<file path="config.mk">
export PLATFORM = sky130hd
export DESIGN_NAME = sp_ram_req_ctrl
export DESIGN_NICKNAME = d
export VERILOG_FILES = /design/src/rtl/sp_ram_req_ctrl_pkg.sv /design/src/rtl/sp_ram_rsp_fifo.sv /design/src/rtl/sp_ram_req_ctrl.sv
export SDC_FILE = /design/constraint.sdc
export NUM_CORES = 1
export LEC_CHECK = 0
export CORE_AREA = 2 2 85 120
export DETAILED_ROUTE_END_ITERATION = 10
export DIE_AREA = 0 0 87 122
export DONT_BUFFER_PORTS = 1
export SLEW_MARGIN = 10
export SYNTH_ARGS = -nofsm -noshare
export SYNTH_HDL_FRONTEND = slang
export SYNTH_SLANG_ARGS = --single-unit
</file>
<file path="constraint.sdc">
create_clock -name CLK -period 4.7 [get_ports CLK]
set_input_delay 0.94 -clock CLK [delete_from_list [all_inputs] [get_ports CLK]]
set_output_delay 0.94 -clock CLK [all_outputs]
set_load 0.02 [all_outputs]
</file>
<file path="src/rtl/sp_ram_req_ctrl_pkg.sv">
// Shared definitions for the single-port RAM request controller.
// Latency: n/a (types and constants only).
// Backpressure: n/a.
// Contents: default address/data widths and the controller state encoding.
package sp_ram_req_ctrl_pkg;

  localparam int AW_DEF = 10;
  localparam int DW_DEF = 32;

  typedef enum logic {
    IDLE  = 1'b0,
    CLEAR = 1'b1
  } state_t;

endpackage

</file>
<file path="src/rtl/sp_ram_rsp_fifo.sv">
// Two-entry read-response buffer between the RAM output and the consumer.
// Latency: one cycle from push to out_vld; out_dat is the registered head entry.
// Backpressure: holds head stable while out_rdy is low; the producer must never
//               push into a full buffer unless the head is popped in the same cycle.
// Ports: CLK/RSTN clock and async active-low reset; in_vld/in_dat push side;
//        out_vld/out_rdy/out_dat pop side; count = entries currently held (0..2).
module sp_ram_rsp_fifo
  import sp_ram_req_ctrl_pkg::*;
#(
  parameter int DW = DW_DEF
) (
  input  logic          CLK,
  input  logic          RSTN,
  input  logic          in_vld,
  input  logic [DW-1:0] in_dat,
  output logic          out_vld,
  input  logic          out_rdy,
  output logic [DW-1:0] out_dat,
  output logic [1:0]    count
);

  logic [DW-1:0] mem [2];
  logic          wr_ptr;
  logic          rd_ptr;
  logic [1:0]    cnt;
  logic          push;
  logic          pop;

  assign push    = in_vld;
  assign pop     = out_vld & out_rdy;
  assign out_vld = (cnt != 2'd0);
  // Head is shown even when empty so the data output reads zero out of reset.
  assign out_dat = mem[rd_ptr];
  assign count   = cnt;

  always_ff @(posedge CLK or negedge RSTN) begin
    if (!RSTN) begin
      mem[0] <= '0;
      mem[1] <= '0;
      wr_ptr <= 1'b0;
      rd_ptr <= 1'b0;
      cnt    <= 2'd0;
    end else begin
      // When full with a simultaneous pop, wr_ptr equals rd_ptr: the slot being
      // overwritten is the one leaving this cycle, so nothing is lost.
      if (push) begin
        mem[wr_ptr] <= in_dat;
        wr_ptr      <= ~wr_ptr;
      end
      if (pop) begin
        rd_ptr <= ~rd_ptr;
      end
      if (push && !pop) begin
        cnt <= cnt + 2'd1;
      end else if (pop && !push) begin
        cnt <= cnt - 2'd1;
      end
    end
  end

endmodule

</file>
<file path="src/rtl/sp_ram_req_ctrl.sv">
// Command front-end for a single-port RAM with ordered read responses and zero-fill.
// Latency: command drives the RAM in its acceptance cycle; read data valid two edges later.
// Backpressure: req_ready drops while zero-filling or when two reads are outstanding;
//               responses wait in a 2-entry buffer until rsp_ready.
// Ports: CLK/RSTN; req_* command channel; rsp_* read-response channel;
//        clr_start/clr_busy/clr_done zero-fill control; ram_* RAM port (ram_q returns data).
module sp_ram_req_ctrl
  import sp_ram_req_ctrl_pkg::*;
#(
  parameter int AW = AW_DEF,
  parameter int DW = DW_DEF
) (
  input  logic          CLK,
  input  logic          RSTN,
  input  logic          req_valid,
  output logic          req_ready,
  input  logic          req_we,
  input  logic [AW-1:0] req_addr,
  input  logic [DW-1:0] req_wdata,
  output logic          rsp_valid,
  input  logic          rsp_ready,
  output logic [DW-1:0] rsp_rdata,
  input  logic          clr_start,
  output logic          clr_busy,
  output logic          clr_done,
  output logic          ram_cen,
  output logic          ram_wen,
  output logic [AW-1:0] ram_a,
  output logic [DW-1:0] ram_d,
  input  logic [DW-1:0] ram_q
);

  state_t        state;
  state_t        state_nxt;
  logic          rd_inflight;
  logic [AW-1:0] clr_addr;
  logic          clr_done_q;
  logic [1:0]    fifo_cnt;
  logic [1:0]    credit;
  logic          accept;
  logic          clr_last;

  // Every outstanding read owns a buffer slot from acceptance until it is popped,
  // so the buffer can never overflow regardless of rsp_ready.
  assign credit    = fifo_cnt + {1'b0, rd_inflight};
  assign req_ready = (state == IDLE) && (credit < 2'd2);
  assign accept    = req_valid & req_ready;
  assign clr_last  = (state == CLEAR) && (clr_addr == '1);
  assign clr_busy  = (state == CLEAR);
  assign clr_done  = clr_done_q;

  always_ff @(posedge CLK or negedge RSTN) begin
    if (!RSTN) begin
      state       <= IDLE;
      rd_inflight <= 1'b0;
      clr_addr    <= '0;
      clr_done_q  <= 1'b0;
    end else begin
      state       <= state_nxt;
      // RAM data for this read appears on ram_q next cycle and is pushed then,
      // independent of state so a read issued alongside clr_start still lands.
      rd_inflight <= accept & ~req_we;
      clr_done_q  <= clr_last;
      if (state == CLEAR) begin
        clr_addr <= clr_addr + AW'(1);  // wraps back to zero after the top word
      end
    end
  end

  always_comb begin
    state_nxt = state;
    ram_cen   = 1'b0;
    ram_wen   = 1'b0;
    ram_a     = '0;
    ram_d     = '0;
    case (state)
      IDLE: begin
        if (accept) begin
          ram_cen = 1'b1;
          ram_wen = req_we;
          ram_a   = req_addr;
          ram_d   = req_wdata;
        end
        if (clr_start) begin
          state_nxt = CLEAR;
        end
      end
      CLEAR: begin
        ram_cen = 1'b1;
        ram_wen = 1'b1;
        ram_a   = clr_addr;
        if (clr_last) begin
          state_nxt = IDLE;
        end
      end
      default: state_nxt = IDLE;
    endcase
  end

  sp_ram_rsp_fifo #(
    .DW (DW)
  ) u_rsp_fifo (
    .CLK     (CLK),
    .RSTN    (RSTN),
    .in_vld  (rd_inflight),
    .in_dat  (ram_q),
    .out_vld (rsp_valid),
    .out_rdy (rsp_ready),
    .out_dat (rsp_rdata),
    .count   (fifo_cnt)
  );

endmodule

</file>
==> flow_summary.toml <==
[synthesis]
synth_compound_area_frac = 0.0335
seq_area_frac_synth = 0.532
synth_xor_area_frac = 0.0322
synthSimpleGateAreaFrac = 0.0847
muxShareOfSynthArea = 0.287
yosys.area_share.adder = 0.00656
synth_top_family_by_area = "multiplexers"
netlist_area_um2 = 3810
yosysTopAreaCell = "dfrtp_1"
ys_types = 27
syn_inst = 284
synth_top_area_share = 0.532
synth_nets = 366
yosys_warnings = 0
ys_ff_latch = 81
syn_area_per_cell_um2 = 13.4
synth_area_leaders = "dfrtp_1 53%, mux2_2 28%, and2_1 5.3%"

[flow_run]
cap_viol_max_count = 0

[timing]
worst_slack_ps = 1230
fin_skew_ps = 6.76
tns_ps = 0
hold_violations = 0
fin_crit_sh = 0.739
finalSetupViolCount = 0
rsz0062_at_grt = "false"
min_period_ps = 3470
slew_violations = 0
relSlewSlack = 0.241
fmax_ghz = 0.288
tightest_slew_ps = 1130

[place]
dp_slack_ps = 1470
gp_congestion = 0.817
place_area_um2 = 3890
dp_hpwl_mm = 5.15
io_buffer_count = 0

[cts]
clock-root-buffer = "clkbuf_16"
clk_path_buf_depth = 2
cts-resized-gates = 0
ctsHoldBuffers = 0
htreeDepth = 3
clkTransAtPathRegs_ps = 60
numCtsBuffers = 9
clkLatencyLatePin_ps = 330
cts_setup_buffers = 0
cts_tree = "done"
cts.sinks = 81

[worst_setup_path]
slowest_stage = "a211oi_4"
rrSetupSlack_ps = 2620
crit_buf_inv = 0
cp_data_required_time_ps = 3760
cp_num_cells = 2
critPathLaunch = "clr_busy"
worstSetupPathType = "reg -> out"
path_cells = "a211oi_4 -> and2_1"
r2r_end = "rd_inflight"
critPathMaxFanout = 45
start_kind = "flop"
crit_path_end_kind = "output port"
endpoint = "ram_d[26]"
path_delay_family = "compound AO/OA/AOI/OAI gates"
worstRegToRegCells = 2
r2r-start = "clr_busy"
cpPeakStageDelay_ps = 1070
cp_data_arrival_time_ps = 2530

[floorplanning]
coreArea_um2 = 9630
fp.dieArea_um2 = 10600
die_height_um = 122
die_w_um = 87
start_util = 0.396
io_pins = 160
placementRows = 43

[drt]
dr.pass1.iters = 2
detail_route.wl_per_cell_um = 18.6
wirelength_mm = 7.43
dr_total_vias = 2189
ant_nets = 0
drc = 0
via_per_inst = 5.49
dr.first_iter.drc_count = 40

[power_and_ir_drop]
power.density_nw_per_um2 = 506
sequentialPowerShare = 0.424
internal-power_uw = 1450
p_sw_uw = 673
power.share.switching = 0.316
combinationalPowerShare = 0.244
clkPwrFrac = 0.332
p_leak_uw = 0.00186
max-vdd-ir-drop_mv = 0.248

[layout]
final.fill_count = 898
seqCellArea_um2 = 2030
final_common_cell = "mux2_2"
final_nets = 362
layout_common_cells = "95 x mux2_2, 81 x dfrtp_1, 32 x and2_1, 10 x a22o_1, 9 x clkbuf_16"
stdcell_area_um2 = 4200
syn2layout_area_growth_pct = 10.3
drive_above_1_share = 0.411
multi_input_area_um2 = 1700

[global_routing]
grt_max_degree = 82
grt_overflow = 0
grt_pass1_vias = 2270
grt_pass1_wl_mm = 11.4
gr-usage-all-layers = 0.143
antenna_found_initial = 2

[min_path]
hold_path.class = "in -> async"

[status]
outcome = "completed"
[flip-flops by register name, indices dropped and copies added (netlist names)]
name	cells
clr_addr	10
clr_busy	1
clr_done	1
rd_inflight	1
u_rsp_fifo.count	2
u_rsp_fifo.mem	64
u_rsp_fifo.rd_ptr	1
u_rsp_fifo.wr_ptr	1
[synth_stat cells]
library cell,n
and2b_1,1
nand4_1,2
a211oi_4,1
a21o_1,2
dfrtp_1,81
a21oi_1,1
nor2_1,5
buf_2,10
clkbuf_2,3
nand2_1,5
xnor2_1,7
nand3_1,3
nor2b_1,1
nor3_1,3
nand3_2,1
a22o_1,10
and2_1,32
clkbuf_1,2
buf_4,1
buf_1,1
or2_2,2
inv_1,3
mux2_1,2
nor4_1,1
ha_1,2
xor2_1,7
mux2_2,95
[metal layers]
metal  GRT usage  vias up  wire length (µm)
met5           0        -                 0
li1            -      978                 -
met2       0.237      104              3820
met1       0.159     1089              2790
met4       0.107        0               309
met3      0.0291       18               512
[cell type report]
class,count,area share
Antenna cell,2,0.00119
Timing Repair Buffer,2,0.00357
Tap cell,112,0.0333
Multi-Input combinational cell,183,0.404
Sequential cell,81,0.482
Clock buffer,12,0.0610
Clock inverter,4,0.0122
Inverter,3,0.00268
[cells by family after synthesis]
logic type / after synthesis
flip-flops: 81
AND/OR/NAND/NOR: 56
buffers and inverters: 20
multiplexers: 97
adder cells (fa/ha/maj): 2
AO/OA/AOI/OAI: 14
XOR/XNOR: 14
[how the worst min path moves through the flow]
stage	startpoint	cells after the start	endpoint
floorplan	u_rsp_fifo.mem[52]	1	u_rsp_fifo.mem[52]
global placement	u_rsp_fifo.mem[52]	1	u_rsp_fifo.mem[52]
detailed placement	u_rsp_fifo.mem[52]	1	u_rsp_fifo.mem[52]
CTS	RSTN	0	clr_busy
global route	RSTN	0	u_rsp_fifo.mem[21]
finish	RSTN	0	clr_addr[9]
[power groups by stage]
stage	clock network, µW	registers, µW	logic [µW]
3_3_place_gp	0	912	521
5_1_grt	760	918	550
4_1_cts	727	904	527
6_report	707	901	518
2_1_floorplan	0	850	509
3_5_place_dp	0	916	526
[metrics by stage]
stage,hold slack [ps],cells,utilization,total power (µW)
floorplan,454,284,-,1360
CTS,284,397,0.436,2160
finish,297,399,0.437,2130
detailed placement,472,381,0.404,1440
global route,277,399,0.437,2230
global placement,465,381,0.404,1430
No activity file was read; power rests on OpenSTA's default activity.
